<file path="config.mk">
export PLATFORM = sky130hd
export DESIGN_NAME = id_ex_stage_reg
export DESIGN_NICKNAME = d
export VERILOG_FILES = /design/src/rtl/id_ex_stage_reg_pkg.sv /design/src/rtl/id_ex_stage_reg_load_use_detect.sv /design/src/rtl/id_ex_stage_reg.sv
export SDC_FILE = /design/constraint.sdc
export NUM_CORES = 1
export LEC_CHECK = 0
export ABC_AREA = 1
export CORE_MARGIN = 5
export CORE_UTILIZATION = 44
export DETAILED_ROUTE_END_ITERATION = 12
export PLACE_DENSITY = 0.86
export SLEW_MARGIN = 10
export SYNTH_ARGS = -nofsm -noshare
export SYNTH_HDL_FRONTEND = slang
export SYNTH_SLANG_ARGS = --single-unit
</file>
<file path="constraint.sdc">
create_clock -name clk -period 3.4 [get_ports clk]
set_input_delay 0.68 -clock clk [delete_from_list [all_inputs] [get_ports clk]]
set_output_delay 0.68 -clock clk [all_outputs]
set_load 0.01 [all_outputs]
</file>
<file path="src/rtl/id_ex_stage_reg_pkg.sv">
// Shared pipeline definitions: control-bundle layout and the bubble constant.
// The decode stage and the ID/EX register both take their bit positions from here.
package pipeline_pkg;

  localparam int CTRL_W = 12;

  // Control bundle bit positions
  localparam int MEM_READ   = 0;
  localparam int MEM_WRITE  = 1;
  localparam int REG_WRITE  = 2;
  localparam int ALU_SRC    = 3;
  localparam int REG_DST    = 4;
  localparam int ALU_OP_LSB = 5;
  localparam int ALU_OP_W   = 4;
  localparam int ALU_OP_MSB = ALU_OP_LSB + ALU_OP_W - 1;
  localparam int MEM_TO_REG = 9;
  localparam int BRANCH     = 10;
  localparam int JUMP       = 11;

  localparam logic [CTRL_W-1:0] BUBBLE_CTRL = '0;

  typedef enum logic [1:0] {
    ACT_LOAD   = 2'd0,
    ACT_HOLD   = 2'd1,
    ACT_BUBBLE = 2'd2
  } ex_action_e;

  function automatic logic [31:0] extend_imm(input logic [15:0] imm16,
                                             input logic        zero_ext);
    return zero_ext ? {16'b0, imm16} : {{16{imm16[15]}}, imm16};
  endfunction

endpackage

</file>
<file path="src/rtl/id_ex_stage_reg_load_use_detect.sv">
// Load-use hazard compare: the instruction in EX is a load whose destination
// is a source operand of the instruction currently in ID.
module load_use_detect (
  input  logic       ex_valid,
  input  logic       ex_mem_read,
  input  logic [4:0] ex_rt,
  input  logic       id_valid,
  input  logic [4:0] id_rs,
  input  logic [4:0] id_rt,
  input  logic       id_uses_rs,
  input  logic       id_uses_rt,
  output logic       load_use
);

  logic rs_match;
  logic rt_match;

  always_comb begin
    rs_match = id_uses_rs && (id_rs == ex_rt);
    rt_match = id_uses_rt && (id_rt == ex_rt);
    // $0 is hard-wired, so a load targeting it can never produce a dependency
    load_use = ex_valid && ex_mem_read && (ex_rt != 5'd0) &&
               (rs_match || rt_match) && id_valid;
  end

endmodule

</file>
<file path="src/rtl/id_ex_stage_reg.sv">
// ID/EX pipeline register with load-use bubble insertion, external stall/flush
// and a saturating bubble counter. Regfile writes on negedge, so no WB bypass here.
module id_ex_stage_reg
  import pipeline_pkg::*;
#(
  parameter int CTRL_W = pipeline_pkg::CTRL_W,
  parameter int CNT_W  = 16
) (
  input  logic              clk,
  input  logic              rst,
  input  logic              id_valid,
  input  logic [4:0]        id_rs,
  input  logic [4:0]        id_rt,
  input  logic [4:0]        id_rd,
  input  logic              id_uses_rs,
  input  logic              id_uses_rt,
  input  logic [31:0]       id_rdata1,
  input  logic [31:0]       id_rdata2,
  input  logic [15:0]       id_imm16,
  input  logic              id_zero_ext,
  input  logic [31:0]       id_pc4,
  input  logic [CTRL_W-1:0] id_ctrl,
  input  logic              flush,
  input  logic              ext_stall,
  output logic              ex_valid,
  output logic [4:0]        ex_rs,
  output logic [4:0]        ex_rt,
  output logic [4:0]        ex_rd,
  output logic [31:0]       ex_rdata1,
  output logic [31:0]       ex_rdata2,
  output logic [31:0]       ex_imm32,
  output logic [31:0]       ex_pc4,
  output logic [CTRL_W-1:0] ex_ctrl,
  output logic              hazard_stall,
  output logic [CNT_W-1:0]  bubble_count
);

  logic              ex_valid_q,  ex_valid_d;
  logic [4:0]        ex_rs_q,     ex_rs_d;
  logic [4:0]        ex_rt_q,     ex_rt_d;
  logic [4:0]        ex_rd_q,     ex_rd_d;
  logic [31:0]       ex_rdata1_q, ex_rdata1_d;
  logic [31:0]       ex_rdata2_q, ex_rdata2_d;
  logic [31:0]       ex_imm32_q,  ex_imm32_d;
  logic [31:0]       ex_pc4_q,    ex_pc4_d;
  logic [CTRL_W-1:0] ex_ctrl_q,   ex_ctrl_d;
  logic [CNT_W-1:0]  bubble_count_q, bubble_count_d;

  logic       load_use;
  ex_action_e action;

  load_use_detect u_load_use_detect (
    .ex_valid    (ex_valid_q),
    .ex_mem_read (ex_ctrl_q[MEM_READ]),
    .ex_rt       (ex_rt_q),
    .id_valid    (id_valid),
    .id_rs       (id_rs),
    .id_rt       (id_rt),
    .id_uses_rs  (id_uses_rs),
    .id_uses_rt  (id_uses_rt),
    .load_use    (load_use)
  );

  // Priority: flush > ext_stall > load_use > normal load
  always_comb begin
    action = ACT_LOAD;
    if (flush) begin
      action = ACT_BUBBLE;
    end else if (ext_stall) begin
      action = ACT_HOLD;
    end else if (load_use) begin
      action = ACT_BUBBLE;
    end
  end

  always_comb begin
    ex_valid_d     = ex_valid_q;
    ex_rs_d        = ex_rs_q;
    ex_rt_d        = ex_rt_q;
    ex_rd_d        = ex_rd_q;
    ex_rdata1_d    = ex_rdata1_q;
    ex_rdata2_d    = ex_rdata2_q;
    ex_imm32_d     = ex_imm32_q;
    ex_pc4_d       = ex_pc4_q;
    ex_ctrl_d      = ex_ctrl_q;
    bubble_count_d = bubble_count_q;
    case (action)
      ACT_LOAD: begin
        ex_valid_d  = id_valid;
        ex_rs_d     = id_rs;
        ex_rt_d     = id_rt;
        ex_rd_d     = id_rd;
        ex_rdata1_d = id_rdata1;
        ex_rdata2_d = id_rdata2;
        ex_imm32_d  = extend_imm(id_imm16, id_zero_ext);
        ex_pc4_d    = id_pc4;
        ex_ctrl_d   = id_valid ? id_ctrl : BUBBLE_CTRL;
      end
      ACT_BUBBLE: begin
        ex_valid_d  = 1'b0;
        ex_rs_d     = '0;
        ex_rt_d     = '0;
        ex_rd_d     = '0;
        ex_rdata1_d = '0;
        ex_rdata2_d = '0;
        ex_imm32_d  = '0;
        ex_pc4_d    = '0;
        ex_ctrl_d   = BUBBLE_CTRL;
        if (bubble_count_q != {CNT_W{1'b1}}) begin
          bubble_count_d = bubble_count_q + CNT_W'(1);
        end
      end
      default: ;
    endcase
  end

  always_ff @(posedge clk or negedge rst) begin
    if (!rst) begin
      ex_valid_q     <= 1'b0;
      ex_rs_q        <= '0;
      ex_rt_q        <= '0;
      ex_rd_q        <= '0;
      ex_rdata1_q    <= '0;
      ex_rdata2_q    <= '0;
      ex_imm32_q     <= '0;
      ex_pc4_q       <= '0;
      ex_ctrl_q      <= '0;
      bubble_count_q <= '0;
    end else begin
      ex_valid_q     <= ex_valid_d;
      ex_rs_q        <= ex_rs_d;
      ex_rt_q        <= ex_rt_d;
      ex_rd_q        <= ex_rd_d;
      ex_rdata1_q    <= ex_rdata1_d;
      ex_rdata2_q    <= ex_rdata2_d;
      ex_imm32_q     <= ex_imm32_d;
      ex_pc4_q       <= ex_pc4_d;
      ex_ctrl_q      <= ex_ctrl_d;
      bubble_count_q <= bubble_count_d;
    end
  end

  always_comb begin
    ex_valid     = ex_valid_q;
    ex_rs        = ex_rs_q;
    ex_rt        = ex_rt_q;
    ex_rd        = ex_rd_q;
    ex_rdata1    = ex_rdata1_q;
    ex_rdata2    = ex_rdata2_q;
    ex_imm32     = ex_imm32_q;
    ex_pc4       = ex_pc4_q;
    ex_ctrl      = ex_ctrl_q;
    bubble_count = bubble_count_q;
    hazard_stall = load_use || ext_stall;
  end

endmodule

</file>
# Word level (Yosys, flattened, before mapping)
# Cells that the tools add are included.
[classes]
n_eq_ne = 4
muxes = 14
reduce_logical = 12
n_addsub = 1
[op_table]
columns = ["operator", "n"]
rows = [
  ["$pmux W32 S2", 4],
  ["$mux W32", 1],
  ["$pmux W5 S2", 3],
  ["$pmux W12 S2", 1],
  ["$add A16 B1 Y16 const B", 1],
  ["$ne A16 B16 Y1 const B", 1],
  ["$mux W12", 1],
  ["$eq A5 B5 Y1", 2],
  ["$logic_and A1 B1 Y1", 6],
  ["$mux W2", 3],
  ["$reduce_bool A5 Y1", 1],
  ["$eq A2 B2 Y1 const B", 1],
  ["$logic_not A2 Y1", 1],
  ["$logic_or A1 B1 Y1", 2],
  ["$pmux W1 S2", 1],
  ["$reduce_and A2 Y1", 1],
  ["$reduce_bool A2 Y1", 1],
]
[totals]
inputBits = 147
wordCells = 41
regBits = 172

# Depth between registers and ports, before layout
# Gate-level depths: netlist of the first run.
[depth]
depth_word = 10
ltp_mapped = 13

# Modules after synthesis
# Synthesis of the first run repeated with hierarchy kept, for this count alone.
[unflattened]
hier_cells = 584
area_unflattened_um2 = 6612.6
[by_module_without_submodules]
columns = ["module", "cells_per_inst", "n_inst", "area_each_um2"]
rows = [
  ["id_ex_stage_reg", 529, 1, 6391.1],
  ["load_use_detect", 55, 1, 221.5],
]

# Worst setup path after synthesis of the first run
# No wires, ideal clock.
[synth_path]
path_type = "input to output"
start = "in id_rt[0]"
end = "out hazard_stall"
path_buffers = 0
required_ps = 2720
arrival_time_ps = 1184
path_slack_ps = 1536
cell_stages = 8
path_cell_list = "inv_1 nand2_1 nand2_1 nor2_1 nand3_1 nand2_1 nand2_1 nand2_2"
[synth_between]
elab_chain_cells = 6
[synth_rtl]
columns = ["item", "line_no", "text"]
rows = [
  ["start: declaration", "id_ex_stage_reg.sv:13", "input logic [4:0] id_rt,"],
  ["$eq A5 B5 Y1", "id_ex_stage_reg_load_use_detect.sv:20", "rt_match = id_uses_rt && (id_rt == ex_rt);"],
  ["$logic_and A1 B1 Y1", "id_ex_stage_reg_load_use_detect.sv:20", ""],
  ["$logic_or A1 B1 Y1", "id_ex_stage_reg_load_use_detect.sv:23", "(rs_match || rt_match) && id_valid;"],
  ["$logic_and A1 B1 Y1", "id_ex_stage_reg_load_use_detect.sv:22", "load_use = ex_valid && ex_mem_read && (ex_rt != 5'd0) &&"],
  ["$logic_and A1 B1 Y1", "id_ex_stage_reg_load_use_detect.sv:23", ""],
  ["$logic_or A1 B1 Y1", "id_ex_stage_reg.sv:154", "hazard_stall = load_use || ext_stall;"],
  ["end: declaration", "id_ex_stage_reg.sv:34", "output logic hazard_stall,"],
]
# No other way between the ends.

# Worst setup path after layout of the first run
[layout_path]
start = "in id_rt[3]"
end = "out hazard_stall"
# Same word-level chain as after synthesis.

==> results.ini, run 1 <==
[status]
status=complete, no violations

[pwr]
leakage_nw=5.269
power_w=0.004752
power_density_mw_per_mm2=451.9
ir_drop_v=0.0003625

[floorplanning]
dieHeight_um=132.9
start_util=0.4421
core-area_mm2=0.01503
dieArea_mm2=0.01766
die_w_um=132.9
num_rows=45
io_pins=320

[route]
drc=0
vias_per_cell=4.779
drt-wirelength-per-cell_um=16.11
wirelength_um=21040
drt_pass1_iterations=5
drtIter0Drc=385
ant_nets=0
via_count=6241

[placed_design]
port_buffers=319
placedCellCount=1274
dp_hpwl_um=15140
place_congestion=0.8501

[synth]
yosys_warnings=0
syn_nets=953
synthAdderAreaFrac=0.001883
synth-seq-area-share=0.5911
synth_xor_area_frac=0.01713
synth_cell_types=24
syn_avg_cell_area_um2=8.256
synth-simple-area-share=0.3317
syn_area_mm2=0.006646
synth_top_family_by_area=simple AND/OR/NAND/NOR gates
synth_compound_area_frac=0.001506
syn-instance-count=805
ys_seq_elements=157
synthMuxAreaShare=0

[clock_tree]
post_cts_resize_count=0
cts.clk_slew.worst_paths_ps=60
root_buffer=clkbuf_16
cts_sinks=157
cts_setup_buffers=0
cts-htree-levels=4
cts_made_buffers=17
clock_latency_ps=420
postCtsHoldBufs=0
cts_buffer_depth=2
tritoncts=yes

[timing]
fin_skew_ps=13.91
period_needed_ps=3008
fin_crit_sh=0.8846
slew_viol_final=0
maxSlewHeadroom=0.3327
max_freq_mhz=332.5
tns_ps=0
worst_pin_slew_ps=997.3
hold_ws_ps=218.3
hold_viol_final=0
rsz0062_at_grt=false
setup_violations=0

[global_route]
grt_pass1_wl_um=33040
grt_max_degree=79
grt_pass1_vias=6333
grt_antenna_before_repair=0
gr-total-overflow=0
track_usage=0.2373

[setup_path]
cp_cell_sequence=clkdlybuf4s50_1, inv_1, nand2_1, nand2_1, nor2_1, nand3_1, nand2_1, nand2_1, nand2_2, clkdlybuf4s50_1
cp_data_arrival_time_ps=2330
crit_fanout=3
cp-end-kind=output pin
cp_slowest_cell=clkdlybuf4s50_1
critPathMaxStageDelay_ps=560
critPathRequiredTime_ps=2720
path_common_cell=nand2_1
cp-start-kind=primary input
critPathKind=primary input to output pin

[layout]
mostFrequentLayoutCells=487 x nand2_1, 318 x clkdlybuf4s50_1, 157 x dfrtp_1, 36 x nand3_1, 22 x nor2_1
area_delta_synth_final_pct=58.25
finalNonFillerCells=1306
regArea_mm2=0.003929
nets=1253
drive_gt1_frac=0.04919
n_antenna_cell=0
n_fill_cell=1116
multiInputGateArea_mm2=0.002349
final_common_cell=nand2_1
final_util=0.6996

[job]
maxCapViolCount=0

[hold_path]
hp-class=primary input to async pin

[power breakdown]
group          leakage (nW)  internal, W  switching (W)
Combinational          2.90     0.000442       0.000348
Clock                 0.270      0.00111       0.000773
Sequential             2.10      0.00198      0.0000987
Total                  5.27      0.00353        0.00122
[metrics by stage]
| stage | cell area, um^2 | worst slack [ps] |
|---|---|---|
| after floorplan | 6646 | 1536 |
| after global placement | 9933 | 442.6 |
| after detailed placement | 9933 | 410.0 |
| after CTS | 10520 | 408.3 |
| after global routing | 10520 | 251.9 |
| final | 10520 | 392.4 |
[synthesized netlist by cell type (all sizes together)]
| cell type | n | area [um^2] |
|---|---|---|
| xor2 | 7 | 61.31 |
| o21ai | 2 | 10.00 |
| dfrtp | 157 | 3929 |
| xnor2 | 6 | 52.55 |
| nor3 | 3 | 20.02 |
| nand4 | 1 | 6.260 |
| nand3 | 37 | 190.2 |
| nor2 | 25 | 108.9 |
| buf | 32 | 219.0 |
| nand2 | 490 | 1852 |
| inv | 25 | 93.84 |
| clkbuf | 17 | 63.81 |
| nand3b | 2 | 27.53 |
| ha | 1 | 12.51 |
[layout make-up]
class / count / area share
Clock buffer: 20 / 0.04247
Multi-Input combinational cell: 574 / 0.2233
Inverter: 25 / 0.008922
Tap cell: 188 / 0.02236
Clock inverter: 12 / 0.01309
Sequential cell: 157 / 0.3735
Timing Repair Buffer: 330 / 0.3163
[metal layers]
metal	global-route usage	share of wire	up-vias
met1	0.2713	0.38	2934
met5	0	0	-
li1	-	-	3018
met2	0.4111	0.51	251
met4	0.08949	0.027	0
met3	0.08061	0.081	38
[state kept, by name (all words and copies together) (netlist names)]
name and count:
bubble_count 16, ex_rdata2 32, ex_imm32 17, ex_rd 5, ex_rt 5, ex_pc4 32
ex_valid 1, ex_rs 5, ex_ctrl 12, ex_rdata1 32
[path summary, 6_finish.rpt]
check / slack [ps] / startpoint / cells after the start / endpoint
max: 390 / id_rt[3] / 10 / hazard_stall
min: 220 / rst / 1 / ex_ctrl[6]$_DFFE_PN0P_
max reg2reg: 1330 / ex_rt[3]$_DFFE_PN0P_ / 10 / ex_imm32[13]$_DFFE_PN0P_
min reg2reg: 480 / ex_rd[4]$_DFFE_PN0P_ / 2 / ex_rd[4]$_DFFE_PN0P_
max in group asynchronous: 2410 / rst / 2 / ex_rt[2]$_DFFE_PN0P_
min in group clk: 480 / ex_rd[4]$_DFFE_PN0P_ / 2 / ex_rd[4]$_DFFE_PN0P_
[worst max-delay path: cells and delay by family]
family,cells,cell delay (ps)
and+or+nand+nor,7,550
buffers and inverters,3,1110
[cell families after synthesis]
group	count (synthesis)
buffers and inverters	74
xor gates and xnor gates	13
and+or+nand+nor	558
adders and majority gates	1
AOI/OAI and AO/OA	2
DFF	157
Power figures use the tool's default switching activity.
==> run 2: changes to the inputs <==
MAX_ROUTING_LAYER = met4   (was unset)
==> results.ini, run 2 (synthesis results as in run 1) <==
[setup_path]
cp-start-kind=primary input
critPathRequiredTime_ps=2720  ; about the same
cp-end-kind=output pin
critPathKind=primary input to output pin
crit_fanout=3  ; unchanged
cp_data_arrival_time_ps=2330  ; about the same

[route]
drt-wirelength-per-cell_um=16.15  ; +0.23%
drc=0  ; unchanged
via_count=6269  ; +0.45%
drtIter0Drc=364  ; -5.5%
vias_per_cell=4.800  ; +0.45%
ant_nets=0  ; unchanged
drt_pass1_iterations=6  ; +1
wirelength_um=21090  ; +0.23%

[pwr]
p_switching_w=0.001218  ; -0.13%
power_frac_seq=0.438  ; about the same
ir_drop_v=0.0003626  ; about the same
p_int_w=0.003533  ; about the same
clkPwrFrac=0.395  ; about the same
power_w=0.004751  ; about the same
power_density_mw_per_mm2=451.7  ; about the same
swShare=0.2564  ; about the same
leakage_nw=5.269  ; unchanged
combPwrFrac=0.166  ; about the same

[layout]
mostFrequentLayoutCells=487 x nand2_1, 318 x clkdlybuf4s50_1, 157 x dfrtp_1, 36 x nand3_1, 22 x nor2_1
final_common_cell=nand2_1
n_antenna_cell=0  ; unchanged
area_delta_synth_final_pct=58.25  ; unchanged
finalNonFillerCells=1306  ; unchanged
nets=1253  ; unchanged
drive_gt1_frac=0.04919  ; unchanged

[clock_tree]
cts-htree-levels=4  ; unchanged
tritoncts=yes
root_buffer=clkbuf_16
cts.clk_slew.worst_paths_ps=60  ; about the same
clock_latency_ps=420  ; about the same
postCtsHoldBufs=0  ; unchanged
cts_made_buffers=17  ; unchanged
cts_buffer_depth=2  ; unchanged
post_cts_resize_count=0  ; unchanged
cts_sinks=157  ; unchanged
cts_setup_buffers=0  ; unchanged

[timing]
fin_skew_ps=7.479  ; -6.427 ps
fin_crit_sh=0.8844  ; about the same
period_needed_ps=3007  ; -0.7790 ps
rsz0062_at_grt=false
setup_violations=0  ; unchanged
tns_ps=0  ; unchanged
worst_pin_slew_ps=992.1  ; -5.236 ps
slew_viol_final=0  ; unchanged
maxSlewHeadroom=0.3362  ; +0.003504
max_freq_mhz=332.6  ; about the same
hold_viol_final=0  ; unchanged

[floorplanning]
dieArea_mm2=0.01766  ; unchanged
num_rows=45  ; unchanged
io_pins=320  ; unchanged
start_util=0.4421  ; unchanged
core-area_mm2=0.01503  ; unchanged
dieHeight_um=132.9  ; unchanged
die_w_um=132.9  ; unchanged

[hold_path]
hp-class=primary input to async pin

[global_route]
grt_antenna_before_repair=0  ; unchanged
grt_pass1_wl_um=32910  ; -0.42%
grt_max_degree=79  ; unchanged
gr-total-overflow=0  ; unchanged
grt_pass1_vias=6374  ; +0.65%
track_usage=0.2443  ; +0.007071

[status]
status=complete, no violations

[placed_design]
dp_hpwl_um=15140  ; unchanged
placedCellCount=1274  ; unchanged
place_congestion=0.8635  ; +1.6%
port_buffers=319  ; unchanged

[job]
maxCapViolCount=0  ; unchanged

-- run 2: cell counts in the layout (fill, tap and decap cells not counted) --
No cell type changed its count.
-- run 2: cell type report --
class,count,area [um^2]
inverter,25,93.84
clock buffer,20,446.7
timing repair buffer,330,3327
clock inverter,12,137.6
tap,188,235.2
sequential,157,3929
fill,1116,4516
multi-input combinational,574,2349
-- run 2: worst paths after layout --
kind / startpoint / to / slack [ps] / cells past startpoint
worst max-delay path: id_rt[3] / hazard_stall / 390 / 10
worst min-delay path: rst / bubble_count[12]$_DFFE_PN0P_ / 210 / 1
worst max register to register: ex_rt[3]$_DFFE_PN0P_ / ex_rdata1[17]$_DFFE_PN0P_ / 1310 / 10
worst min register to register: ex_imm32[15]$_DFFE_PN0P_ / ex_imm32[15]$_DFFE_PN0P_ / 480 / 2
max in group asynchronous: rst / ex_rt[1]$_DFFE_PN0P_ / 2410 / 2
min in group clk: ex_imm32[15]$_DFFE_PN0P_ / ex_imm32[15]$_DFFE_PN0P_ / 480 / 2
-- run 2: power groups by stage --
stage | registers (W) | logic, W | clock network (W)
after floorplan | 0.00216 | 0.000213 | 0
after global placement | 0.00211 | 0.000780 | 0
after detailed placement | 0.00211 | 0.000794 | 0
after CTS | 0.00208 | 0.000800 | 0.00191
after global routing | 0.00210 | 0.000855 | 0.00198
final | 0.00208 | 0.000790 | 0.00188
-- run 2: critical path, cell delays in order --
cell and delay, ps:
clkdlybuf4s50_1 500, inv_1 50, nand2_1 50, nand2_1 50, nor2_1 110, nand3_1 90
nand2_1 80, nand2_1 60, nand2_2 90, clkdlybuf4s50_1 560
-- run 2: through the flow --
step	setup slack [ps]	hold slack [ps]	area, um^2	utilization
final	393.2	211.0	10520	0.6996
after global routing	251.9	264.0	10520	0.6996
after CTS	408.3	231.8	10520	0.6996
after detailed placement	410.0	463.9	9933	0.6608
after global placement	442.6	460.8	9933	0.6608
after floorplan	1536	384.4	6646	-
-- run 2: routing by layer --
layer | GRT usage | vias up | share of wire
met5 | - | - | 0
met4 | 0.09296 | 0 | 0.028
met3 | 0.07224 | 42 | 0.075
met2 | 0.4108 | 258 | 0.51
met1 | 0.2753 | 2947 | 0.39
li1 | - | 3022 | -
